### config.mk
export PLATFORM = sky130hd
export DESIGN_NAME = jlc3_uart_tx_flat
export DESIGN_NICKNAME = d
export VERILOG_FILES = /design/src/rtl/jlc3_uart_tx_pkg.sv /design/src/rtl/jlc3_uart_tx_if.sv /design/src/rtl/jlc3_uart_tx_sync_fifo.sv /design/src/rtl/jlc3_uart_tx.sv /design/src/flat_wrapper.sv
export SDC_FILE = /design/constraint.sdc
export NUM_CORES = 1
export LEC_CHECK = 0
export BUFFER_PORTS_ARGS = -buffer_cell sky130_fd_sc_hd__buf_2
export CAP_MARGIN = 15
export CORE_AREA = 2 2 88 123
export CTS_CLUSTER_SIZE = 14
export DETAILED_ROUTE_END_ITERATION = 10
export DIE_AREA = 0 0 90 125
export PLACE_DENSITY = 0.93
export SYNTH_ARGS = -nofsm -noshare
export SYNTH_HDL_FRONTEND = slang
export SYNTH_SLANG_ARGS = --single-unit
### constraint.sdc
create_clock -name clk_i_w -period 10.9 [get_ports clk_i_w]
set_clock_uncertainty 0.1 [all_clocks]
set_input_delay 3.27 -clock clk_i_w [delete_from_list [all_inputs] [get_ports clk_i_w]]
set_output_delay 3.27 -clock clk_i_w [all_outputs]
set_load 0.005 [all_outputs]
### src/rtl/jlc3_uart_tx_pkg.sv
// Shared definitions for the jlc3 UART transmitter: FSM encodings, status bit indices, divider floor.
// Latency: n/a (types and constants only).
// Backpressure: n/a.
package jlc3_uart_tx_pkg;

  typedef enum logic [2:0] {
    UART_TX_IDLE   = 3'd0,
    UART_TX_START  = 3'd1,
    UART_TX_DATA   = 3'd2,
    UART_TX_PARITY = 3'd3,
    UART_TX_STOP   = 3'd4
  } uart_tx_state_e;

  // Bit positions inside sta_o_r
  localparam int UART_STA_FULL = 0;
  localparam int UART_STA_IDLE = 1;

  // Smallest usable clocks-per-bit; the bit timer needs at least two states
  localparam logic [15:0] UART_DIV_MIN = 16'd2;

  function automatic logic [15:0] clamp_div(input logic [15:0] d);
    return (d < UART_DIV_MIN) ? UART_DIV_MIN : d;
  endfunction

endpackage

### src/rtl/jlc3_uart_tx_if.sv
// Register-side bus of the UART transmitter (memory controller <-> jlc3_uart_tx).
// Latency: n/a (wiring only); master = memory controller, slave = transmitter.
// Backpressure: none on the wire; a push into a full FIFO is dropped and flagged via ovf_o_r.
// Signals: en/send/schar/div_wr/div/clr (+ par_odd when JLC3_UART_TX_PARITY_EN is defined)
//          flow master->slave; sta/level/ovf/txd flow slave->master.
interface jlc3_uart_tx_if #(
  parameter int DATA_W     = 8,
  parameter int FIFO_DEPTH = 8
);
  localparam int LVL_W = $clog2(FIFO_DEPTH) + 1;

  logic              en_i_w;
  logic              send_i_w;
  logic [DATA_W-1:0] schar_i_w;
  logic              div_wr_i_w;
  logic [15:0]       div_i_w;
  logic              clr_i_w;
`ifdef JLC3_UART_TX_PARITY_EN
  logic              par_odd_i_w;
`endif
  logic [1:0]        sta_o_r;
  logic [LVL_W-1:0]  level_o_r;
  logic              ovf_o_r;
  logic              txd_o_r;

`ifdef JLC3_UART_TX_PARITY_EN
  modport master (
    output en_i_w, send_i_w, schar_i_w, div_wr_i_w, div_i_w, clr_i_w, par_odd_i_w,
    input  sta_o_r, level_o_r, ovf_o_r, txd_o_r
  );
  modport slave (
    input  en_i_w, send_i_w, schar_i_w, div_wr_i_w, div_i_w, clr_i_w, par_odd_i_w,
    output sta_o_r, level_o_r, ovf_o_r, txd_o_r
  );
`else
  modport master (
    output en_i_w, send_i_w, schar_i_w, div_wr_i_w, div_i_w, clr_i_w,
    input  sta_o_r, level_o_r, ovf_o_r, txd_o_r
  );
  modport slave (
    input  en_i_w, send_i_w, schar_i_w, div_wr_i_w, div_i_w, clr_i_w,
    output sta_o_r, level_o_r, ovf_o_r, txd_o_r
  );
`endif

endinterface

### src/rtl/jlc3_uart_tx_sync_fifo.sv
// Generic synchronous FIFO, first-word-fall-through read port.
// Latency: a push is visible at rd_dat/empty/level the cycle after it is accepted.
// Backpressure: push ignored while full, pop ignored while empty (both judged on start-of-cycle state).
// Ports: clk_i_w, rst_i_w (async, active-low), push/wr_dat, pop/rd_dat, full, empty, level.
module jlc3_uart_tx_sync_fifo #(
  parameter int WIDTH = 8,
  parameter int DEPTH = 8
) (
  input  logic                   clk_i_w,
  input  logic                   rst_i_w,
  input  logic                   push,
  input  logic [WIDTH-1:0]       wr_dat,
  input  logic                   pop,
  output logic [WIDTH-1:0]       rd_dat,
  output logic                   full,
  output logic                   empty,
  output logic [$clog2(DEPTH):0] level
);
  localparam int AW = $clog2(DEPTH);

  // Pointers carry one extra MSB so full (MSBs differ) and empty (equal) are distinct
  logic [AW:0]      wr_ptr_r;
  logic [AW:0]      rd_ptr_r;
  logic [WIDTH-1:0] mem_r [DEPTH];
  logic             push_ok;
  logic             pop_ok;

  assign empty   = (wr_ptr_r == rd_ptr_r);
  assign full    = (wr_ptr_r[AW] != rd_ptr_r[AW]) && (wr_ptr_r[AW-1:0] == rd_ptr_r[AW-1:0]);
  assign level   = wr_ptr_r - rd_ptr_r;
  assign push_ok = push && !full;
  assign pop_ok  = pop && !empty;
  assign rd_dat  = mem_r[rd_ptr_r[AW-1:0]];

  always_ff @(posedge clk_i_w or negedge rst_i_w) begin
    if (!rst_i_w) begin
      wr_ptr_r <= '0;
      rd_ptr_r <= '0;
    end else begin
      if (push_ok) wr_ptr_r <= wr_ptr_r + 1'b1;
      if (pop_ok)  rd_ptr_r <= rd_ptr_r + 1'b1;
    end
  end

  // Storage is not reset: contents are meaningless once the pointers are cleared
  always_ff @(posedge clk_i_w) begin
    if (push_ok) mem_r[wr_ptr_r[AW-1:0]] <= wr_dat;
  end

endmodule

### src/rtl/jlc3_uart_tx.sv
// Buffered UART transmitter: FIFO-fed, LSB-first serialiser with run-time baud divider.
// Latency: a char pushed into an empty idle FIFO drives the start bit two cycles after the push cycle.
// Backpressure: none; pushes while full are dropped and latch ovf_o_r until clr_i_w.
// Ports: clk_i_w, rst_i_w (async, active-low), bus (jlc3_uart_tx_if.slave).
// Optional: define JLC3_UART_TX_PARITY_EN for a parity bit after the data bits (par_odd_i_w selects odd).
module jlc3_uart_tx
  import jlc3_uart_tx_pkg::*;
#(
  parameter int DATA_W     = 8,
  parameter int FIFO_DEPTH = 8,
  parameter int CLK_DIV    = 16,
  parameter int STOP_BITS  = 1
) (
  input  logic           clk_i_w,
  input  logic           rst_i_w,
  jlc3_uart_tx_if.slave  bus
);
  localparam int LVL_W = $clog2(FIFO_DEPTH) + 1;

  uart_tx_state_e    state_r, state_nxt;
  logic [15:0]       div_sh_r;
  logic [15:0]       div_act_r, div_act_nxt;
  logic [15:0]       tmr_r, tmr_nxt;
  logic [3:0]        bcnt_r, bcnt_nxt;
  logic [DATA_W-1:0] shreg_r, shreg_nxt;
  logic              txd_nxt;
  logic              bit_end;
  logic              pop;
  logic              fifo_full;
  logic              fifo_empty;
  logic [DATA_W-1:0] fifo_head;
  logic [LVL_W-1:0]  fifo_level;
`ifdef JLC3_UART_TX_PARITY_EN
  logic              par_r;
`endif

  jlc3_uart_tx_sync_fifo #(
    .WIDTH (DATA_W),
    .DEPTH (FIFO_DEPTH)
  ) u_fifo (
    .clk_i_w (clk_i_w),
    .rst_i_w (rst_i_w),
    .push    (bus.send_i_w),
    .wr_dat  (bus.schar_i_w),
    .pop     (pop),
    .rd_dat  (fifo_head),
    .full    (fifo_full),
    .empty   (fifo_empty),
    .level   (fifo_level)
  );

  assign bus.level_o_r = fifo_level;
  assign bit_end       = (tmr_r == div_act_r - 16'd1);

  // Next-state / datapath control
  always_comb begin
    state_nxt   = state_r;
    tmr_nxt     = tmr_r + 16'd1;
    bcnt_nxt    = bcnt_r;
    shreg_nxt   = shreg_r;
    div_act_nxt = div_act_r;
    pop         = 1'b0;

    unique case (state_r)
      UART_TX_IDLE: begin
        tmr_nxt = '0;
        if (bus.en_i_w && !fifo_empty) pop = 1'b1;
      end
      UART_TX_START: begin
        if (bit_end) begin
          state_nxt = UART_TX_DATA;
          tmr_nxt   = '0;
          bcnt_nxt  = '0;
        end
      end
      UART_TX_DATA: begin
        if (bit_end) begin
          tmr_nxt = '0;
          if (bcnt_r == 4'(DATA_W - 1)) begin
`ifdef JLC3_UART_TX_PARITY_EN
            state_nxt = UART_TX_PARITY;
`else
            state_nxt = UART_TX_STOP;
`endif
            bcnt_nxt  = '0;
          end else begin
            bcnt_nxt  = bcnt_r + 4'd1;
            shreg_nxt = {1'b0, shreg_r[DATA_W-1:1]};
          end
        end
      end
`ifdef JLC3_UART_TX_PARITY_EN
      UART_TX_PARITY: begin
        if (bit_end) begin
          state_nxt = UART_TX_STOP;
          tmr_nxt   = '0;
          bcnt_nxt  = '0;
        end
      end
`endif
      UART_TX_STOP: begin
        if (bit_end) begin
          tmr_nxt = '0;
          if (bcnt_r == 4'(STOP_BITS - 1)) begin
            // Chain straight into the next start bit when more data is waiting
            if (bus.en_i_w && !fifo_empty) pop = 1'b1;
            else                           state_nxt = UART_TX_IDLE;
          end else begin
            bcnt_nxt = bcnt_r + 4'd1;
          end
        end
      end
      default: begin
        state_nxt = UART_TX_IDLE;
        tmr_nxt   = '0;
      end
    endcase

    // Frame launch: rate is frozen here so a divider write never splits a frame
    if (pop) begin
      state_nxt   = UART_TX_START;
      tmr_nxt     = '0;
      bcnt_nxt    = '0;
      shreg_nxt   = fifo_head;
      div_act_nxt = div_sh_r;
    end
  end

  // Line level is registered from the next state so txd never glitches
  always_comb begin
    txd_nxt = 1'b1;
    unique case (state_nxt)
      UART_TX_START:  txd_nxt = 1'b0;
      UART_TX_DATA:   txd_nxt = shreg_nxt[0];
`ifdef JLC3_UART_TX_PARITY_EN
      UART_TX_PARITY: txd_nxt = par_r;
`endif
      default:        txd_nxt = 1'b1;
    endcase
  end

  always_ff @(posedge clk_i_w or negedge rst_i_w) begin
    if (!rst_i_w) begin
      state_r     <= UART_TX_IDLE;
      tmr_r       <= '0;
      bcnt_r      <= '0;
      shreg_r     <= '0;
      div_act_r   <= 16'(CLK_DIV);
      bus.txd_o_r <= 1'b1;
    end else begin
      state_r     <= state_nxt;
      tmr_r       <= tmr_nxt;
      bcnt_r      <= bcnt_nxt;
      shreg_r     <= shreg_nxt;
      div_act_r   <= div_act_nxt;
      bus.txd_o_r <= txd_nxt;
    end
  end

`ifdef JLC3_UART_TX_PARITY_EN
  // Parity is fixed when the char is popped; par_odd_i_w flips even to odd
  always_ff @(posedge clk_i_w or negedge rst_i_w) begin
    if (!rst_i_w)  par_r <= 1'b0;
    else if (pop)  par_r <= (^fifo_head) ^ bus.par_odd_i_w;
  end
`endif

  // Divider shadow, sticky overflow and status
  always_ff @(posedge clk_i_w or negedge rst_i_w) begin
    if (!rst_i_w) begin
      div_sh_r                   <= 16'(CLK_DIV);
      bus.ovf_o_r                <= 1'b0;
      bus.sta_o_r[UART_STA_FULL] <= 1'b0;
      bus.sta_o_r[UART_STA_IDLE] <= 1'b1;
    end else begin
      if (bus.div_wr_i_w) div_sh_r <= clamp_div(bus.div_i_w);
      // A rejected push outranks a clear in the same cycle
      if (bus.send_i_w && fifo_full) bus.ovf_o_r <= 1'b1;
      else if (bus.clr_i_w)          bus.ovf_o_r <= 1'b0;
      bus.sta_o_r[UART_STA_FULL] <= fifo_full;
      bus.sta_o_r[UART_STA_IDLE] <= fifo_empty && (state_r == UART_TX_IDLE);
    end
  end

endmodule

### src/flat_wrapper.sv
// flat-port wrapper written by rule: the top's interface ports become plain ports
module jlc3_uart_tx_flat import jlc3_uart_tx_pkg::*;
#(
  parameter int DATA_W     = 8,
  parameter int FIFO_DEPTH = 8,
  parameter int CLK_DIV    = 16,
  parameter int STOP_BITS  = 1
)
  (clk_i_w, rst_i_w, bus_en_i_w, bus_send_i_w, bus_schar_i_w, bus_div_wr_i_w, bus_div_i_w, bus_clr_i_w, bus_sta_o_r, bus_level_o_r, bus_ovf_o_r, bus_txd_o_r);
  jlc3_uart_tx_if #(.DATA_W(DATA_W), .FIFO_DEPTH(FIFO_DEPTH)) bus_i ();
  input  logic clk_i_w;
  input  logic rst_i_w;
  input wire logic [$bits(bus_i.en_i_w)-1:0] bus_en_i_w;
  input wire logic [$bits(bus_i.send_i_w)-1:0] bus_send_i_w;
  input wire logic [$bits(bus_i.schar_i_w)-1:0] bus_schar_i_w;
  input wire logic [$bits(bus_i.div_wr_i_w)-1:0] bus_div_wr_i_w;
  input wire logic [$bits(bus_i.div_i_w)-1:0] bus_div_i_w;
  input wire logic [$bits(bus_i.clr_i_w)-1:0] bus_clr_i_w;
  output wire logic [$bits(bus_i.sta_o_r)-1:0] bus_sta_o_r;
  output wire logic [$bits(bus_i.level_o_r)-1:0] bus_level_o_r;
  output wire logic [$bits(bus_i.ovf_o_r)-1:0] bus_ovf_o_r;
  output wire logic [$bits(bus_i.txd_o_r)-1:0] bus_txd_o_r;
  assign bus_i.en_i_w = bus_en_i_w;
  assign bus_i.send_i_w = bus_send_i_w;
  assign bus_i.schar_i_w = bus_schar_i_w;
  assign bus_i.div_wr_i_w = bus_div_wr_i_w;
  assign bus_i.div_i_w = bus_div_i_w;
  assign bus_i.clr_i_w = bus_clr_i_w;
  assign bus_sta_o_r = bus_i.sta_o_r;
  assign bus_level_o_r = bus_i.level_o_r;
  assign bus_ovf_o_r = bus_i.ovf_o_r;
  assign bus_txd_o_r = bus_i.txd_o_r;
  jlc3_uart_tx #(.DATA_W(DATA_W), .FIFO_DEPTH(FIFO_DEPTH), .CLK_DIV(CLK_DIV), .STOP_BITS(STOP_BITS)) u_core (.clk_i_w(clk_i_w), .rst_i_w(rst_i_w), .bus(bus_i));
endmodule
### Yosys cells after proc, flatten, opt, wreduce, memory -nomap -nowiden

Memories as Yosys holds them, arrays and structs flattened.
Index checks and enable logic that the tools add are counted.

| storage, ports and cells | value |
|---|---|
| bits in registers | 75 |
| memory bits (writable) | 64 |
| output and inout port bits | 8 |
| logic and storage cells | 84 |
| memories | 1 |

| operators by class | value |
|---|---|
| $add $sub $neg | 6 |
| order comparisons | 1 |
| eq/ne operators | 15 |
| mux-type cells | 32 |
| reductions and logical operators | 17 |

Memory list:

| name | words | bits a word | rd ports | clocked after memory_dff | write ports | RTL line | text |
|---|---|---|---|---|---|---|---|
| u_core.u_fifo.mem_r | 8 | 8 | 1 | 0 | 1 | jlc3_uart_tx_sync_fifo.sv:24 | `logic [WIDTH-1:0] mem_r [DEPTH];` |

Operators by type and width:

| cell | number |
|---|---|
| 16-bit two-way mux | 4 |
| 8-bit two-way mux | 4 |
| 4-bit two-way mux | 6 |
| 3-bit two-way mux | 7 |
| 16-bit by 1-bit adder with 16-bit output, second input constant | 1 |
| 16-bit == test | 1 |
| 16-bit by 2-bit < comparator with 1-bit output, second input constant | 1 |
| 16-bit by 1-bit subtractor with 16-bit output, second input constant | 1 |
| 4-bit by 1-bit adder with 4-bit output, second input constant | 3 |
| 3-bit case mux with 4 select lines | 1 |
| 4-bit case mux with 3 select lines | 1 |
| 3-bit by 2-bit != test with 1-bit output, second input constant | 3 |
| 1-bit two-way mux | 7 |
| 3-bit by 1-bit == test with 1-bit output, second input constant | 2 |
| 3-bit by 2-bit == test with 1-bit output, second input constant | 2 |
| 1-bit logical AND | 6 |
| 2-bit nonzero test | 3 |
| 5-bit AND reduction | 1 |
| 4-bit by 3-bit == test with 1-bit output, second input constant | 1 |
| 4-bit == test | 1 |
| 4-bit logical NOT | 1 |
| 1-bit case mux with 2 select lines | 2 |
| 4-bit nonzero test | 1 |
| 4-bit subtractor | 1 |
| 9 further kinds | 10 |

### Depth between registers and ports, before layout

Gate-level depths: netlist of run 1.

| logic depth | value |
|---|---|
| depth after elaboration | 10 |
| depth in mapped cells | 12 |
| depth with buffers taken out | 10 |

### Hierarchy

From an unflattened synthesis of run 1, not the netlist that was laid out.

| unflattened totals | value |
|---|---|
| cells, all modules | 540 |
| area total of the unflattened synthesis | 6617.6 um2 |

Modules (own cells, without submodules):

| module | times used | cells each | area each (um2) | sequential area each (um2) |
|---|---|---|---|---|
| jlc3_uart_tx | 1 | 373 | 3624.7 | 1681.6 |
| jlc3_uart_tx_sync_fifo | 1 | 167 | 2992.9 | 2122.0 |

### Least setup slack after synthesis of run 1

OpenSTA, ideal clock, no wires.

| timing | value |
|---|---|
| kind | register -> output |
| from | register u_core.u_fifo.rd_ptr_r[1] |
| to | output port bus_level_o_r[3] |
| data arrival time | 1.889 ns |
| path slack | 5.641 ns |
| cell stages (with the launch flop) | 8 |
| buffers on the path | 2 |
| path through | dfrtp_1 clkbuf_1 buf_1 inv_1 ha_1 a21o_1 a21oi_1 xor2_1 |

| on the way | value |
|---|---|
| word-level cells in the longest chain between the ends | 1 |

Ends and longest elaborated chain:

| item | RTL line | text |
|---|---|---|
| start, declared | jlc3_uart_tx_sync_fifo.sv:23 | `logic [AW:0] rd_ptr_r;` |
| start signal, assigned | jlc3_uart_tx_sync_fifo.sv:41 | `if (pop_ok) rd_ptr_r <= rd_ptr_r + 1'b1;` |
| 4-bit subtractor | jlc3_uart_tx_sync_fifo.sv:30 | `assign level = wr_ptr_r - rd_ptr_r;` |
| end, declared | flat_wrapper.sv:20 | `output wire logic [$bits(bus_i.level_o_r)-1:0] bus_level_o_r;` |

No other way between the ends.

### Final worst setup path of run 1

Ends and elaborated chain as after synthesis.

==> report_table.html, run 1 <==
<table>
<tr><th>Metric</th><th>Value</th></tr>
<tr><th colspan="2">Clocking</th></tr>
<tr><td>Cts hold-fix bufs</td><td>0</td></tr>
<tr><td>H-tree level count</td><td>4</td></tr>
<tr><td>Clock-pin slew on the worst setup and hold paths</td><td>60 ps</td></tr>
<tr><td>Gates resized, CTS repair</td><td>0</td></tr>
<tr><td>TritonCTS clock tree</td><td>done</td></tr>
<tr><td>Clock root buffer</td><td>clkbuf_16</td></tr>
<tr><td>Latest clock arrival within the worst-skew pair</td><td>roughly 410 ps</td></tr>
<tr><td>Post-CTS repair timing setup buffer count</td><td>0</td></tr>
<tr><td>Number of buffers created by CTS</td><td>17</td></tr>
<tr><td>Maximum root-to-sink buffer count</td><td>2</td></tr>
<tr><td>Number of clock sinks</td><td>139</td></tr>
<tr><th colspan="2">STA</th></tr>
<tr><td>Time the worst path needs with I/O delays and setup</td><td>5737 ps</td></tr>
<tr><td>Slew margin rel.</td><td>36.13%</td></tr>
<tr><td>Final cycle utilization of the critical path</td><td>between 50% and 60%</td></tr>
<tr><td>Number of setup violations in the final report</td><td>0</td></tr>
<tr><td>Fin. max-slew vios</td><td>0</td></tr>
<tr><td>RSZ-0062 raised after global routing</td><td>false</td></tr>
<tr><td>Hold Vio Cnt, Final</td><td>0</td></tr>
<tr><td>Total negative slack for setup checks</td><td>0 ps</td></tr>
<tr><td>Max Fclk</td><td>174.3 MHz</td></tr>
<tr><td>Slew @ Worst Pin</td><td>about 950 ps</td></tr>
<tr><td>Hold Slack</td><td>between 300 and 400 ps</td></tr>
<tr><th colspan="2">Global route</th></tr>
<tr><td>Pin count of the biggest net entering global routing</td><td>76</td></tr>
<tr><td>Initial antenna violation count</td><td>0</td></tr>
<tr><td>Total global routing track utilization</td><td>a little over a quarter</td></tr>
<tr><td>Total gr overflow</td><td>0</td></tr>
<tr><td>Via count of the first global-routing pass</td><td>approximately 4,600</td></tr>
<tr><td>First-pass GRT wire length</td><td>roughly 23 mm</td></tr>
<tr><th colspan="2">Critical path</th></tr>
<tr><td>Worst setup SP type</td><td>register</td></tr>
<tr><td>RR Endpoint</td><td>u_core.bus.txd_o_r</td></tr>
<tr><td>Worst Path Class, Setup</td><td>reg2out</td></tr>
<tr><td>Critical path data required time</td><td>between 7000 and 8000 ps</td></tr>
<tr><td>Largest delay contributor family on the critical path</td><td>flip-flops</td></tr>
<tr><td>Ordered cell list for the critical path</td><td>inv_1 -&gt; ha_1 -&gt; a21o_1 -&gt; a21oi_1 -&gt; xor2_1 -&gt; buf_2</td></tr>
<tr><td>Crit path from</td><td>u_core.u_fifo.rd_ptr_r[1]</td></tr>
<tr><td>CP max stage delay</td><td>about 850 ps</td></tr>
<tr><td>Crit path buffers/inverters</td><td>2</td></tr>
<tr><td>Number of cells traversed by the worst register-to-register path</td><td>8</td></tr>
<tr><td>Data arrival time of the critical path</td><td>~2400 ps</td></tr>
<tr><td>Crit Path Max Fanout</td><td>20</td></tr>
<tr><td>Internal reg-to-reg setup slack</td><td>between 6000 and 7000 ps</td></tr>
<tr><td>Crit path capture</td><td>bus_level_o_r[3]</td></tr>
<tr><td>Stages on the worst setup path</td><td>6</td></tr>
<tr><td>Cell with the largest stage delay on the worst path</td><td>dfrtp_1</td></tr>
<tr><td>Setup crit end kind</td><td>primary output</td></tr>
<tr><td>Worst reg2reg startpoint</td><td>u_core.div_act_r[0]</td></tr>
<tr><th colspan="2">Floorplan</th></tr>
<tr><td>Floorplan row count</td><td>between 40 and 50</td></tr>
<tr><td>Floorplan Core Area</td><td>~0.010 sq mm</td></tr>
<tr><td>Die ar.</td><td>about 0.011 sq mm</td></tr>
<tr><td>Die X-Extent</td><td>90 um</td></tr>
<tr><td>Initial core utilization</td><td>between 60% and 70%</td></tr>
<tr><td>Number of ports placed on the die boundary</td><td>38</td></tr>
<tr><td>Height of the die</td><td>roughly 130 um</td></tr>
<tr><th colspan="2">Cells and area</th></tr>
<tr><td>Area growth from synthesis to layout</td><td>14.20%</td></tr>
<tr><td>Diodes inserted</td><td>0</td></tr>
<tr><td>Finished Core Util</td><td>a little under three quarters</td></tr>
<tr><td>Final design instance area without fill</td><td>approximately 0.0074 sq mm</td></tr>
<tr><td>Number of filler instances in the final layout</td><td>615</td></tr>
<tr><td>Final layout net count</td><td>587</td></tr>
<tr><td>Layout cell share with drive strength beyond 1</td><td>~24%</td></tr>
<tr><th colspan="2">Synthesis</th></tr>
<tr><td>Cell variety after synth</td><td>57</td></tr>
<tr><td>Number of synthesized register bits</td><td>between 100 and 150</td></tr>
<tr><td>Count leader, synth</td><td>dfrtp_1</td></tr>
<tr><td>Net count of the mapped netlist</td><td>about 550</td></tr>
<tr><td>Fraction of synthesis flops using an asynchronous set or reset pin</td><td>53.96%</td></tr>
<tr><td>Post-synthesis instance area</td><td>0.006440 sq mm</td></tr>
<tr><td>Top_reg_cell synth</td><td>dfrtp_1</td></tr>
<tr><td>Area share of the largest cell type after synthesis</td><td>around 30%</td></tr>
<tr><td>Post-Syn Instances</td><td>506</td></tr>
<tr><td>Post-Synthesis Mean Instance Area</td><td>~13 sq um</td></tr>
<tr><td>Seq/Total Area, Yosys</td><td>59.06%</td></tr>
<tr><td>Count of flip-flops with a built-in enable after synthesis</td><td>64</td></tr>
<tr><td>Cell taking the most area after synthesis</td><td>edfxtp_1</td></tr>
<tr><td>Most used standard cells in the synthesized netlist</td><td>dfrtp_1, edfxtp_1, nand2_1</td></tr>
<tr><td>Top cells by area, synth</td><td>edfxtp_1, dfrtp_1, mux4_2</td></tr>
<tr><td>Synth warnings</td><td>0</td></tr>
<tr><th colspan="2">Route</th></tr>
<tr><td>Vias</td><td>between 4,000 and 5,000</td></tr>
<tr><td>Wire length per cell after detailed routing</td><td>roughly 20 um</td></tr>
<tr><td>Per-cell via count in the routed design</td><td>about 6.1</td></tr>
<tr><td>Wirelength, routed</td><td>~14 mm</td></tr>
<tr><td>Remaining design rule violation count</td><td>0</td></tr>
<tr><td>Wire length on met1</td><td>slightly above 5 mm</td></tr>
<tr><td>Number of iterations in the first detailed-routing pass</td><td>5</td></tr>
<tr><td>Starting DRT DRC Count</td><td>between 300 and 400</td></tr>
<tr><td>Uppermost layer routed</td><td>met4</td></tr>
<tr><td>DR WL met3</td><td>about 520 um</td></tr>
<tr><td>Length of routed met2 wiring</td><td>7.557 mm</td></tr>
<tr><td>Number of nets with antenna violations after detailed routing</td><td>0</td></tr>
<tr><th colspan="2">Place</th></tr>
<tr><td>Port buffer count</td><td>37</td></tr>
<tr><td>Global placement routability congestion</td><td>0.8652</td></tr>
<tr><td>Detailed placement HPWL</td><td>between 9 and 10 mm</td></tr>
<tr><td>Placed standard-cell area</td><td>0.006748 sq mm</td></tr>
<tr><th colspan="2">Run status</th></tr>
<tr><td>Status</td><td>completed</td></tr>
<tr><th colspan="2">Power and ir drop</th></tr>
<tr><td>Power density over cell area</td><td>between 200 and 300 mW/mm^2</td></tr>
<tr><td>Largest voltage drop on the vdd net</td><td>roughly 0.16 mV</td></tr>
<tr><td>Leakage Power</td><td>2.920 nW</td></tr>
<tr><th colspan="2">Hold path</th></tr>
<tr><td>Min-delay worst type</td><td>reg2reg</td></tr>
<tr><th colspan="2">Flow run</th></tr>
<tr><td>Reported max-cap violation count</td><td>0</td></tr>
</table>
kinds of logic (layout without fill, tap and decap cells):
group           count (synthesis)  in the layout  share of synthesized area [%]
flops                         139            139                          59.06
simple gates                  161            161                          12.69
fa+ha+maj                      10             10                          2.059
buf+inv                        43             97                          2.545
compound gates                 61             61                          6.412
xor+xnor                       43             43                          5.848
mux                            49             49                          11.39
registers in the layout (all words and copies together), names as in the netlist:
name and cells:
u_core.u_fifo.mem_r 64, u_core.shreg_r 8, u_core.bus.sta_o_r 2, u_core.u_fifo.wr_ptr_r 4, u_core.u_fifo.rd_ptr_r 4, u_core.state_r 3, u_core.bus.ovf_o_r 1, u_core.bcnt_r 4
u_core.div_sh_r 16, u_core.tmr_r 16, u_core.bus.txd_o_r 1, u_core.div_act_r 16
worst min-delay path by stage:
| stage | start | end | slack [ps] | cells past startpoint |
|---|---|---|---|---|
| floorplan | u_core.div_sh_r[0] | u_core.div_act_r[0] | 350 | 2 |
| global placement | u_core.u_fifo.wr_ptr_r[3] | u_core.u_fifo.wr_ptr_r[3] | 380 | 1 |
| detailed placement | u_core.div_sh_r[0] | u_core.div_act_r[0] | 390 | 2 |
| CTS | u_core.div_sh_r[0] | u_core.div_act_r[0] | 400 | 2 |
| global route | u_core.div_sh_r[0] | u_core.div_act_r[0] | 430 | 2 |
| finish | u_core.div_sh_r[0] | u_core.div_act_r[0] | 400 | 2 |
layout make-up:
type	count	area [sq um]	share of cell area [%]
multi-input cells	324	2479	33.70
clock buffers	17	425.4	5.784
repair buffers	41	217.7	2.960
well taps	138	172.7	2.348
clock inverters	15	166.4	2.263
flip-flops and latches	139	3804	51.72
inverters	24	90.09	1.225
tightest hold or removal path, cell delays in order (launching register included):
cell and delay [ps]:
dfrtp_1 350, nand2_1 50, o21ai_0 70
per-layer routing:
metal | global-route usage [%] | vias to the layer above
met5 | 0 | -
met4 | 10.59 | 0
met3 | 5.904 | 28
met2 | 45.82 | 138
met1 | 31.25 | 2157
li1 | - | 1918
stage by stage:
step           setup slack [ps]  total power [mW]  instances
2_1_floorplan              5641             1.164        506
6_report                   5163             1.899        698
3_5_place_dp               5503             1.321        664
5_1_grt                    4989             1.999        698
3_3_place_gp               5658             1.283        664
4_1_cts                    5130             1.902        696
power breakdown:
group	switching, mW	internal, mW	total, mW
sequential	0.122	0.669	0.791
combinational	0.283	0.258	0.541
clock	0.226	0.340	0.566
cells in the final DEF, fill, tap and decap left out, types with 5 or more instances in the layout:
master / n
nor3_1: 14
edfxtp_1: 64
nand2_1: 42
nor2_1: 38
mux2_2: 30
nor4_1: 6
a21oi_1: 6
and3_1: 7
mux4_2: 16
nor2b_1: 10
a22oi_1: 7
buf_2: 36
xor2_1: 22
xnor2_1: 21
ha_1: 9
o21ai_0: 21
nand3_1: 18
clkbuf_16: 17
nand2b_1: 5
inv_1: 23
dfrtp_1: 71
No activity file was read; power rests on OpenSTA's default activity.
==> run 2: changes to the inputs <==
--- a/config.mk
+++ b/config.mk
@@ -7,11 +7,11 @@
 export LEC_CHECK = 0
 export BUFFER_PORTS_ARGS = -buffer_cell sky130_fd_sc_hd__buf_2
 export CAP_MARGIN = 15
-export CORE_AREA = 2 2 88 123
+export CORE_AREA = 2 2 90 127
 export CTS_CLUSTER_SIZE = 14
 export DETAILED_ROUTE_END_ITERATION = 10
-export DIE_AREA = 0 0 90 125
-export PLACE_DENSITY = 0.93
+export DIE_AREA = 0 0 92 129
+export PLACE_DENSITY = 0.89
 export SYNTH_ARGS = -nofsm -noshare
 export SYNTH_HDL_FRONTEND = slang
 export SYNTH_SLANG_ARGS = --single-unit
==> constraint.sdc (replaced) <==
create_clock -name clk_i_w -period 5.46 [get_ports clk_i_w]
set_clock_uncertainty 0.1 [all_clocks]
set_input_delay 1.638 -clock clk_i_w [delete_from_list [all_inputs] [get_ports clk_i_w]]
set_output_delay 1.638 -clock clk_i_w [all_outputs]
set_load 0.005 [all_outputs]
==> report_table.html, run 2 (synthesized netlist as in run 1, its figures left out) <==
<table>
<tr><th>Metric</th><th>Value</th></tr>
<tr><th colspan="2">Route</th></tr>
<tr><td>Per-cell via count in the routed design</td><td>5.943 (was 6.076)</td></tr>
<tr><td>Remaining design rule violation count</td><td>0 (unchanged)</td></tr>
<tr><td>Wire length per cell after detailed routing</td><td>19.18 um (was 19.56 um)</td></tr>
<tr><td>Starting DRT DRC Count</td><td>204 (was 329)</td></tr>
<tr><td>Wirelength, routed</td><td>13.45 mm (was 13.65 mm)</td></tr>
<tr><td>Number of nets with antenna violations after detailed routing</td><td>0 (unchanged)</td></tr>
<tr><td>Number of iterations in the first detailed-routing pass</td><td>5 (unchanged)</td></tr>
<tr><td>Vias</td><td>4,166 (was 4,241)</td></tr>
<tr><th colspan="2">STA</th></tr>
<tr><td>RSZ-0062 raised after global routing</td><td>false (unchanged)</td></tr>
<tr><td>Max Fclk</td><td>240.1 MHz</td></tr>
<tr><td>Total negative slack for setup checks</td><td>0 ps (unchanged)</td></tr>
<tr><td>Slew margin rel.</td><td>32.06% (was 36.13%)</td></tr>
<tr><td>Slew @ Worst Pin</td><td>1015 ps (was 954.5 ps)</td></tr>
<tr><td>Number of setup violations in the final report</td><td>0 (unchanged)</td></tr>
<tr><td>Hold Vio Cnt, Final</td><td>0 (unchanged)</td></tr>
<tr><td>Final worst slack</td><td>1296 ps (was 5163 ps)</td></tr>
<tr><td>Final cycle utilization of the critical path</td><td>around 76%</td></tr>
<tr><td>Time the worst path needs with I/O delays and setup</td><td>about 4200 ps</td></tr>
<tr><td>Fin. max-slew vios</td><td>0 (unchanged)</td></tr>
<tr><td>Hold Slack</td><td>390.3 ps (was 398.5 ps)</td></tr>
<tr><th colspan="2">Clocking</th></tr>
<tr><td>Cts hold-fix bufs</td><td>0 (unchanged)</td></tr>
<tr><td>Gates resized, CTS repair</td><td>0 (unchanged)</td></tr>
<tr><td>TritonCTS clock tree</td><td>done (unchanged)</td></tr>
<tr><td>Clock-pin slew on the worst setup and hold paths</td><td>60 ps (about the same)</td></tr>
<tr><td>Maximum root-to-sink buffer count</td><td>2 (unchanged)</td></tr>
<tr><td>H-tree level count</td><td>4 (unchanged)</td></tr>
<tr><td>Number of buffers created by CTS</td><td>17 (unchanged)</td></tr>
<tr><td>Number of clock sinks</td><td>139 (unchanged)</td></tr>
<tr><td>Post-CTS repair timing setup buffer count</td><td>0 (unchanged)</td></tr>
<tr><td>Latest clock arrival within the worst-skew pair</td><td>420 ps (was 410 ps)</td></tr>
<tr><td>Clock root buffer</td><td>clkbuf_16 (unchanged)</td></tr>
<tr><th colspan="2">Cells and area</th></tr>
<tr><td>Layout cell share with drive strength beyond 1</td><td>24.11% (unchanged)</td></tr>
<tr><td>Max FFs per register</td><td>64 (unchanged)</td></tr>
<tr><td>Final design instance area without fill</td><td>0.007328 sq mm (was 0.007355 sq mm)</td></tr>
<tr><td>Final layout net count</td><td>587 (unchanged)</td></tr>
<tr><td>Most common cell after layout, fill and taps aside</td><td>dfrtp_1 (unchanged)</td></tr>
<tr><td>Diodes inserted</td><td>0 (unchanged)</td></tr>
<tr><td>Finished Core Util</td><td>68.50% (was 71.82%)</td></tr>
<tr><td>Leading cell types in the layout, fill and taps excluded</td><td>dfrtp_1, edfxtp_1, nand2_1, nor2_1, buf_2 (unchanged)</td></tr>
<tr><td>Area growth from synthesis to layout</td><td>13.79% (was 14.20%)</td></tr>
<tr><td>Final cell count without fillers</td><td>701 (was 698)</td></tr>
<tr><th colspan="2">Floorplan</th></tr>
<tr><td>Height of the die</td><td>129 um (was 125 um)</td></tr>
<tr><td>Number of ports placed on the die boundary</td><td>38 (unchanged)</td></tr>
<tr><td>Initial core utilization</td><td>60.20% (was 62.89%)</td></tr>
<tr><td>Floorplan row count</td><td>45 (was 44)</td></tr>
<tr><td>Die X-Extent</td><td>92 um (was 90 um)</td></tr>
<tr><td>Die ar.</td><td>0.01187 sq mm (was 0.01125 sq mm)</td></tr>
<tr><td>Floorplan Core Area</td><td>0.01070 sq mm (was 0.01024 sq mm)</td></tr>
<tr><th colspan="2">Power and ir drop</th></tr>
<tr><td>Sw frac</td><td>33.49% (was 33.23%)</td></tr>
<tr><td>Power density over cell area</td><td>509.0 mW/mm^2 (was 258.2 mW/mm^2)</td></tr>
<tr><td>Leakage Power</td><td>2.914 nW (was 2.920 nW)</td></tr>
<tr><td>Power dissipated by switching net loads</td><td>1.249 mW (was 0.6309 mW)</td></tr>
<tr><td>Combinational power share</td><td>28.5% (about the same)</td></tr>
<tr><td>Internal portion of total power</td><td>2.481 mW (was 1.268 mW)</td></tr>
<tr><td>Final total power</td><td>3.730 mW (was 1.899 mW)</td></tr>
<tr><td>Relative contribution of the clock network to total power</td><td>29.1% (was 29.8%)</td></tr>
<tr><td>Sequential fraction of design power</td><td>42.3% (was 41.7%)</td></tr>
<tr><td>Largest voltage drop on the vdd net</td><td>0.3180 mV (was 0.1616 mV)</td></tr>
<tr><th colspan="2">Global route</th></tr>
<tr><td>Total gr overflow</td><td>0 (unchanged)</td></tr>
<tr><td>Total global routing track utilization</td><td>24.33% (was 26.11%)</td></tr>
<tr><td>Pin count of the biggest net entering global routing</td><td>76 (unchanged)</td></tr>
<tr><td>Via count of the first global-routing pass</td><td>4,307 (was 4,579)</td></tr>
<tr><td>First-pass GRT wire length</td><td>21.73 mm (was 23.00 mm)</td></tr>
<tr><td>Initial antenna violation count</td><td>0 (unchanged)</td></tr>
<tr><th colspan="2">Critical path</th></tr>
<tr><td>Worst setup SP type</td><td>register (unchanged)</td></tr>
<tr><td>Internal reg-to-reg setup slack</td><td>1680 ps (was 6930 ps)</td></tr>
<tr><td>Critical path data required time</td><td>3720 ps (was 7530 ps)</td></tr>
<tr><td>Data arrival time of the critical path</td><td>2430 ps (was 2370 ps)</td></tr>
<tr><td>Crit Path Max Fanout</td><td>20 (unchanged)</td></tr>
<tr><td>Setup crit end kind</td><td>primary output (unchanged)</td></tr>
<tr><td>Worst Path Class, Setup</td><td>reg2out (unchanged)</td></tr>
<tr><th colspan="2">Place</th></tr>
<tr><td>Number of placed instances with taps included</td><td>669 (was 664)</td></tr>
<tr><td>Detailed placement HPWL</td><td>8.997 mm (was 9.001 mm)</td></tr>
<tr><td>Global placement routability congestion</td><td>0.8849 (was 0.8652)</td></tr>
<tr><td>Setup slack at placement</td><td>1743 ps (was 5503 ps)</td></tr>
<tr><td>Port buffer count</td><td>37 (unchanged)</td></tr>
<tr><td>Placed standard-cell area</td><td>0.006766 sq mm (was 0.006748 sq mm)</td></tr>
<tr><th colspan="2">Hold path</th></tr>
<tr><td>Min-delay worst type</td><td>reg2reg (unchanged)</td></tr>
<tr><th colspan="2">Flow run</th></tr>
<tr><td>Reported max-cap violation count</td><td>0 (unchanged)</td></tr>
<tr><th colspan="2">Run status</th></tr>
<tr><td>Status</td><td>completed (unchanged)</td></tr>
</table>
## run 2: cell types whose count changed in the layout (fill, tap and decap cells not counted), sizes merged
cell / change
buf: +2
clkinvlp: -1
clkbuf: -2
bufinv: -1
inv: +2
## run 2: layout make-up
cell class | instances | area (sq um)
Clock inverter | 15 | 136.4
Multi-Input combinational cell | 324 | 2479
Clock buffer | 17 | 425.4
Inverter | 24 | 90.09
Tap cell | 141 | 176.4
Sequential cell | 139 | 3804
Fill cell | 728 | 3369
Timing Repair Buffer | 41 | 217.7
## run 2: worst paths after layout
kind	from	endpoint	cells after the start
max	u_core.u_fifo.rd_ptr_r[1]	bus_level_o_r[3]	6
min	u_core.u_fifo.wr_ptr_r[3]	u_core.u_fifo.wr_ptr_r[3]	1
max reg2reg	u_core.div_act_r[2]	u_core.bus.txd_o_r	8
min reg2reg	u_core.u_fifo.wr_ptr_r[3]	u_core.u_fifo.wr_ptr_r[3]	1
max in group asynchronous	rst_i_w	u_core.div_sh_r[8]	1
min in group asynchronous	rst_i_w	u_core.state_r[0]	1
## run 2: routing by layer
layer,global-route usage [%],vias to the layer above,share of wire [%]
met5,0,-,0
met4,10.62,0,3.0
met3,5.504,38,3.5
met2,44.20,112,55
met1,27.43,2095,38
li1,-,1921,-
## run 2: power groups by stage
stage	clock [mW]	combinational, mW	sequential (mW)
5_1_grt	1.14	1.18	1.61
3_5_place_dp	0	1.06	1.59
6_report	1.09	1.06	1.58
3_3_place_gp	0	1.01	1.57
2_1_floorplan	0	0.838	1.49
4_1_cts	1.10	1.07	1.57
## run 2: critical path: stages, from the launching register on
cell and delay (ps):
dfrtp_1 890, inv_1 160, ha_1 340, a21o_1 160, a21oi_1 180, xor2_1 160
buf_2 130
==> run 3: changes to the inputs <==
--- a/config.mk
+++ b/config.mk
@@ -5,13 +5,14 @@
 export SDC_FILE = /design/constraint.sdc
 export NUM_CORES = 1
 export LEC_CHECK = 0
+export ABC_AREA = 1
 export BUFFER_PORTS_ARGS = -buffer_cell sky130_fd_sc_hd__buf_2
 export CAP_MARGIN = 15
-export CORE_AREA = 2 2 90 127
+export CORE_AREA = 2 2 94 133
 export CTS_CLUSTER_SIZE = 14
 export DETAILED_ROUTE_END_ITERATION = 10
-export DIE_AREA = 0 0 92 129
-export PLACE_DENSITY = 0.89
+export DIE_AREA = 0 0 96 135
+export PLACE_DENSITY = 0.88
 export SYNTH_ARGS = -nofsm -noshare
 export SYNTH_HDL_FRONTEND = slang
 export SYNTH_SLANG_ARGS = --single-unit
==> constraint.sdc (replaced) <==
create_clock -name clk_i_w -period 4.4 [get_ports clk_i_w]
set_clock_uncertainty 0.1 [all_clocks]
set_input_delay 1.32 -clock clk_i_w [delete_from_list [all_inputs] [get_ports clk_i_w]]
set_output_delay 1.32 -clock clk_i_w [all_outputs]
set_load 0.005 [all_outputs]
==> report_table.html, run 3 <==
<table>
<tr><th>Metric</th><th>Value</th></tr>
<tr><th colspan="2">Power and ir drop</th></tr>
<tr><td>Sequential fraction of design power</td><td>36.2% (was 42.3%)</td></tr>
<tr><td>Largest voltage drop on the vdd net</td><td>0.4381 mV (was 0.3180 mV)</td></tr>
<tr><td>Sw frac</td><td>40.65% (was 33.49%)</td></tr>
<tr><td>Combinational power share</td><td>37.9% (was 28.5%)</td></tr>
<tr><td>Internal portion of total power</td><td>3.138 mW (was 2.481 mW)</td></tr>
<tr><td>Power density over cell area</td><td>669.8 mW/mm^2 (was 509.0 mW/mm^2)</td></tr>
<tr><td>Leakage Power</td><td>3.612 nW (was 2.914 nW)</td></tr>
<tr><td>Relative contribution of the clock network to total power</td><td>25.9% (was 29.1%)</td></tr>
<tr><td>Power dissipated by switching net loads</td><td>2.149 mW (was 1.249 mW)</td></tr>
<tr><th colspan="2">Global route</th></tr>
<tr><td>Total gr overflow</td><td>0 (unchanged)</td></tr>
<tr><td>Total global routing track utilization</td><td>26.95% (was 24.33%)</td></tr>
<tr><td>Initial antenna violation count</td><td>0 (unchanged)</td></tr>
<tr><td>Via count of the first global-routing pass</td><td>5,890 (was 4,307)</td></tr>
<tr><td>Pin count of the biggest net entering global routing</td><td>76 (unchanged)</td></tr>
<tr><td>First-pass GRT wire length</td><td>26.74 mm (was 21.73 mm)</td></tr>
<tr><th colspan="2">Synthesis</th></tr>
<tr><td>Cell variety after synth</td><td>41 (was 57)</td></tr>
<tr><td>Post-Synthesis Mean Instance Area</td><td>8.700 sq um (was 12.73 sq um)</td></tr>
<tr><td>Post-Syn Instances</td><td>812 (was 506)</td></tr>
<tr><td>Top cells by area, synth</td><td>edfxtp_1, dfrtp_1, nand2_1 (was edfxtp_1, dfrtp_1, mux4_2)</td></tr>
<tr><td>Number of synthesized register bits</td><td>139 (unchanged)</td></tr>
<tr><td>Count leader, synth</td><td>nand2_1 (was dfrtp_1)</td></tr>
<tr><td>Fraction of synthesis flops using an asynchronous set or reset pin</td><td>53.96% (unchanged)</td></tr>
<tr><td>Count of flip-flops with a built-in enable after synthesis</td><td>64 (unchanged)</td></tr>
<tr><td>Net count of the mapped netlist</td><td>852 (was 546)</td></tr>
<tr><td>Area share of the largest cell type after synthesis</td><td>27.21% (was 29.84%)</td></tr>
<tr><td>Post-synthesis instance area</td><td>0.007064 sq mm (was 0.006440 sq mm)</td></tr>
<tr><td>Cell taking the most area after synthesis</td><td>edfxtp_1 (unchanged)</td></tr>
<tr><td>Synth warnings</td><td>0 (unchanged)</td></tr>
<tr><td>Most used standard cells in the synthesized netlist</td><td>nand2_1, nor2_1, inv_1 (was dfrtp_1, edfxtp_1, nand2_1)</td></tr>
<tr><td>Seq/Total Area, Yosys</td><td>53.84% (was 59.06%)</td></tr>
<tr><td>Top_reg_cell synth</td><td>dfrtp_1 (unchanged)</td></tr>
<tr><th colspan="2">Clocking</th></tr>
<tr><td>Clock root buffer</td><td>clkbuf_16 (unchanged)</td></tr>
<tr><td>Number of clock sinks</td><td>139 (unchanged)</td></tr>
<tr><td>H-tree level count</td><td>4 (unchanged)</td></tr>
<tr><td>TritonCTS clock tree</td><td>done (unchanged)</td></tr>
<tr><td>Cts hold-fix bufs</td><td>0 (unchanged)</td></tr>
<tr><td>Latest clock arrival within the worst-skew pair</td><td>420 ps (about the same)</td></tr>
<tr><td>Maximum root-to-sink buffer count</td><td>2 (unchanged)</td></tr>
<tr><td>Number of buffers created by CTS</td><td>17 (unchanged)</td></tr>
<tr><td>Clock-pin slew on the worst setup and hold paths</td><td>60 ps (about the same)</td></tr>
<tr><td>Gates resized, CTS repair</td><td>0 (unchanged)</td></tr>
<tr><td>Post-CTS repair timing setup buffer count</td><td>0 (unchanged)</td></tr>
<tr><th colspan="2">STA</th></tr>
<tr><td>Hold Vio Cnt, Final</td><td>0 (unchanged)</td></tr>
<tr><td>Fin. max-slew vios</td><td>0 (unchanged)</td></tr>
<tr><td>RSZ-0062 raised after global routing</td><td>false (unchanged)</td></tr>
<tr><td>Total negative slack for setup checks</td><td>0 ps (unchanged)</td></tr>
<tr><td>Time the worst path needs with I/O delays and setup</td><td>3917 ps</td></tr>
<tr><td>Max Fclk</td><td>255.3 MHz</td></tr>
<tr><td>Number of setup violations in the final report</td><td>0 (unchanged)</td></tr>
<tr><td>Final cycle utilization of the critical path</td><td>89.02%</td></tr>
<tr><td>Slew @ Worst Pin</td><td>943.8 ps (was 1015 ps)</td></tr>
<tr><td>Slew margin rel.</td><td>37.01% (was 32.06%)</td></tr>
<tr><th colspan="2">Hold path</th></tr>
<tr><td>Worst Hold Path Cells</td><td>1 (unchanged)</td></tr>
<tr><td>Min-delay worst type</td><td>reg2reg (unchanged)</td></tr>
<tr><td>Destination of the worst hold path</td><td>u_core.u_fifo.wr_ptr_r[3] (unchanged)</td></tr>
<tr><td>Startpoint of the tightest hold check path</td><td>u_core.u_fifo.wr_ptr_r[3] (unchanged)</td></tr>
<tr><th colspan="2">Cells and area</th></tr>
<tr><td>Layout cell share with drive strength beyond 1</td><td>11.72% (was 24.11%)</td></tr>
<tr><td>Final layout net count</td><td>889 (was 587)</td></tr>
<tr><td>Leading cell types in the layout, fill and taps excluded</td><td>nand2_1, nor2_1, inv_1, dfrtp_1, edfxtp_1 (was dfrtp_1, edfxtp_1, nand2_1, nor2_1, buf_2)</td></tr>
<tr><td>Area growth from synthesis to layout</td><td>11.73% (was 13.79%)</td></tr>
<tr><td>Max FFs per register</td><td>64 (unchanged)</td></tr>
<tr><td>Diodes inserted</td><td>0 (unchanged)</td></tr>
<tr><td>Final design instance area without fill</td><td>0.007893 sq mm (was 0.007328 sq mm)</td></tr>
<tr><td>Final cell count without fillers</td><td>1,009 (was 701)</td></tr>
<tr><td>Finished Core Util</td><td>67.44% (was 68.50%)</td></tr>
<tr><td>Most common cell after layout, fill and taps aside</td><td>nand2_1 (was dfrtp_1)</td></tr>
<tr><th colspan="2">Critical path</th></tr>
<tr><td>Number of cells traversed by the worst register-to-register path</td><td>9 (was 8)</td></tr>
<tr><td>RR Endpoint</td><td>u_core.u_fifo.mem_r[0][6] (was u_core.bus.txd_o_r)</td></tr>
<tr><td>Internal reg-to-reg setup slack</td><td>1110 ps (was 1680 ps)</td></tr>
<tr><td>Crit path buffers/inverters</td><td>3 (was 2)</td></tr>
<tr><td>CP max stage delay</td><td>610 ps (was 890 ps)</td></tr>
<tr><td>Cell type with the highest occurrence count on the critical path</td><td>inv_1</td></tr>
<tr><td>Ordered cell list for the critical path</td><td>inv_1 -&gt; ha_1 -&gt; inv_1 -&gt; o31ai_1 -&gt; xor2_1 -&gt; buf_2 (was inv_1 -&gt; ha_1 -&gt; a21o_1 -&gt; a21oi_1 -&gt; xor2_1 -&gt; buf_2)</td></tr>
<tr><td>Crit Path Max Fanout</td><td>24 (was 20)</td></tr>
<tr><td>Largest delay contributor family on the critical path</td><td>buffers and inverters (was flip-flops)</td></tr>
<tr><td>Cell with the largest stage delay on the worst path</td><td>dfrtp_1 (unchanged)</td></tr>
<tr><td>Worst setup SP type</td><td>register (unchanged)</td></tr>
<tr><td>Worst reg2reg startpoint</td><td>u_core.u_fifo.rd_ptr_r[1] (was u_core.div_act_r[2])</td></tr>
<tr><td>Setup crit end kind</td><td>primary output (unchanged)</td></tr>
<tr><td>Data arrival time of the critical path</td><td>2500 ps (was 2430 ps)</td></tr>
<tr><td>Critical path data required time</td><td>2980 ps (was 3720 ps)</td></tr>
<tr><td>Worst Path Class, Setup</td><td>reg2out (unchanged)</td></tr>
<tr><th colspan="2">Flow run</th></tr>
<tr><td>Reported max-cap violation count</td><td>0 (unchanged)</td></tr>
<tr><th colspan="2">Place</th></tr>
<tr><td>Detailed placement HPWL</td><td>10.61 mm (was 8.997 mm)</td></tr>
<tr><td>Global placement routability congestion</td><td>0.9300 (was 0.8849)</td></tr>
<tr><td>Placed standard-cell area</td><td>0.007326 sq mm (was 0.006766 sq mm)</td></tr>
<tr><td>Number of placed instances with taps included</td><td>977 (was 669)</td></tr>
<tr><td>Port buffer count</td><td>37 (unchanged)</td></tr>
<tr><th colspan="2">Route</th></tr>
<tr><td>Starting DRT DRC Count</td><td>392 (was 204)</td></tr>
<tr><td>Number of iterations in the first detailed-routing pass</td><td>5 (unchanged)</td></tr>
<tr><td>Number of nets with antenna violations after detailed routing</td><td>0 (unchanged)</td></tr>
<tr><td>Wire length per cell after detailed routing</td><td>15.69 um (was 19.18 um)</td></tr>
<tr><td>Per-cell via count in the routed design</td><td>5.612 (was 5.943)</td></tr>
<tr><td>Remaining design rule violation count</td><td>0 (unchanged)</td></tr>
<tr><td>Vias</td><td>5,663 (was 4,166)</td></tr>
<tr><td>Wirelength, routed</td><td>15.83 mm (was 13.45 mm)</td></tr>
<tr><th colspan="2">Floorplan</th></tr>
<tr><td>Height of the die</td><td>135 um (was 129 um)</td></tr>
<tr><td>Die ar.</td><td>0.01296 sq mm (was 0.01187 sq mm)</td></tr>
<tr><td>Number of ports placed on the die boundary</td><td>38 (unchanged)</td></tr>
<tr><td>Die X-Extent</td><td>96 um (was 92 um)</td></tr>
<tr><td>Initial core utilization</td><td>60.37% (was 60.20%)</td></tr>
<tr><td>Floorplan Core Area</td><td>0.01170 sq mm (was 0.01070 sq mm)</td></tr>
<tr><td>Floorplan row count</td><td>47 (was 45)</td></tr>
<tr><th colspan="2">Run status</th></tr>
<tr><td>Status</td><td>completed (unchanged)</td></tr>
</table>
run 3: power by group through the flow:
stage | clock [mW] | sequential (mW) | combinational (mW)
2_1_floorplan | 0 | 1.84 | 1.49
3_3_place_gp | 0 | 1.91 | 1.87
6_report | 1.37 | 1.91 | 2.01
4_1_cts | 1.38 | 1.91 | 1.99
5_1_grt | 1.44 | 1.94 | 2.26
3_5_place_dp | 0 | 1.92 | 1.93
run 3: area by class of cell:
class	instances	area (sq um)
Sequential cell	139	3804
Multi-Input combinational cell	554	2766
Clock buffer	17	425.4
Tap cell	147	183.9
Clock inverter	15	141.4
Fill cell	849	3810
Timing Repair Buffer	38	195.2
Inverter	99	376.6
run 3: kinds of logic (layout without fill, tap and decap cells):
logic type,count (synthesis),after routing,share of synthesized area (%)
adder cells (fa/ha/maj),10,10,1.877
AND/OR/NAND/NOR,417,417,25.93
buffers and inverters,119,169,6.996
XOR/XNOR,30,30,3.719
flip-flops,139,139,53.84
AO/OA/AOI/OAI,97,97,7.634
run 3: per-layer routing:
layer	vias up	routed length, um	GRT usage, %
li1	2725	-	-
met1	2682	5634	28.77
met2	197	8729	48.03
met3	59	755	4.911
met4	0	711	16.27
met5	-	0	0
run 3: how the worst max path moves through the flow:
stage / start / cells past startpoint / slack [ps] / to
2_1_floorplan: u_core.u_fifo.rd_ptr_r[1] / 6 / 1590 / bus_level_o_r[3]
3_3_place_gp: u_core.u_fifo.rd_ptr_r[1] / 6 / 1030 / bus_level_o_r[3]
6_report: u_core.u_fifo.rd_ptr_r[1] / 6 / 480 / bus_level_o_r[3]
5_1_grt: u_core.u_fifo.rd_ptr_r[1] / 6 / 290 / bus_level_o_r[3]
4_1_cts: u_core.u_fifo.rd_ptr_r[1] / 6 / 500 / bus_level_o_r[3]
3_5_place_dp: u_core.u_fifo.rd_ptr_r[1] / 6 / 980 / bus_level_o_r[3]
run 3: stage by stage:
stage          hold WS [ps]  worst slack (ps)  total power [mW]
6_report              383.0             483.1             5.287
5_1_grt               396.2             287.5             5.642
4_1_cts               388.5             504.4             5.274
3_5_place_dp          376.6             975.8             3.853
3_3_place_gp          364.6              1025             3.777
2_1_floorplan         340.8              1587             3.330
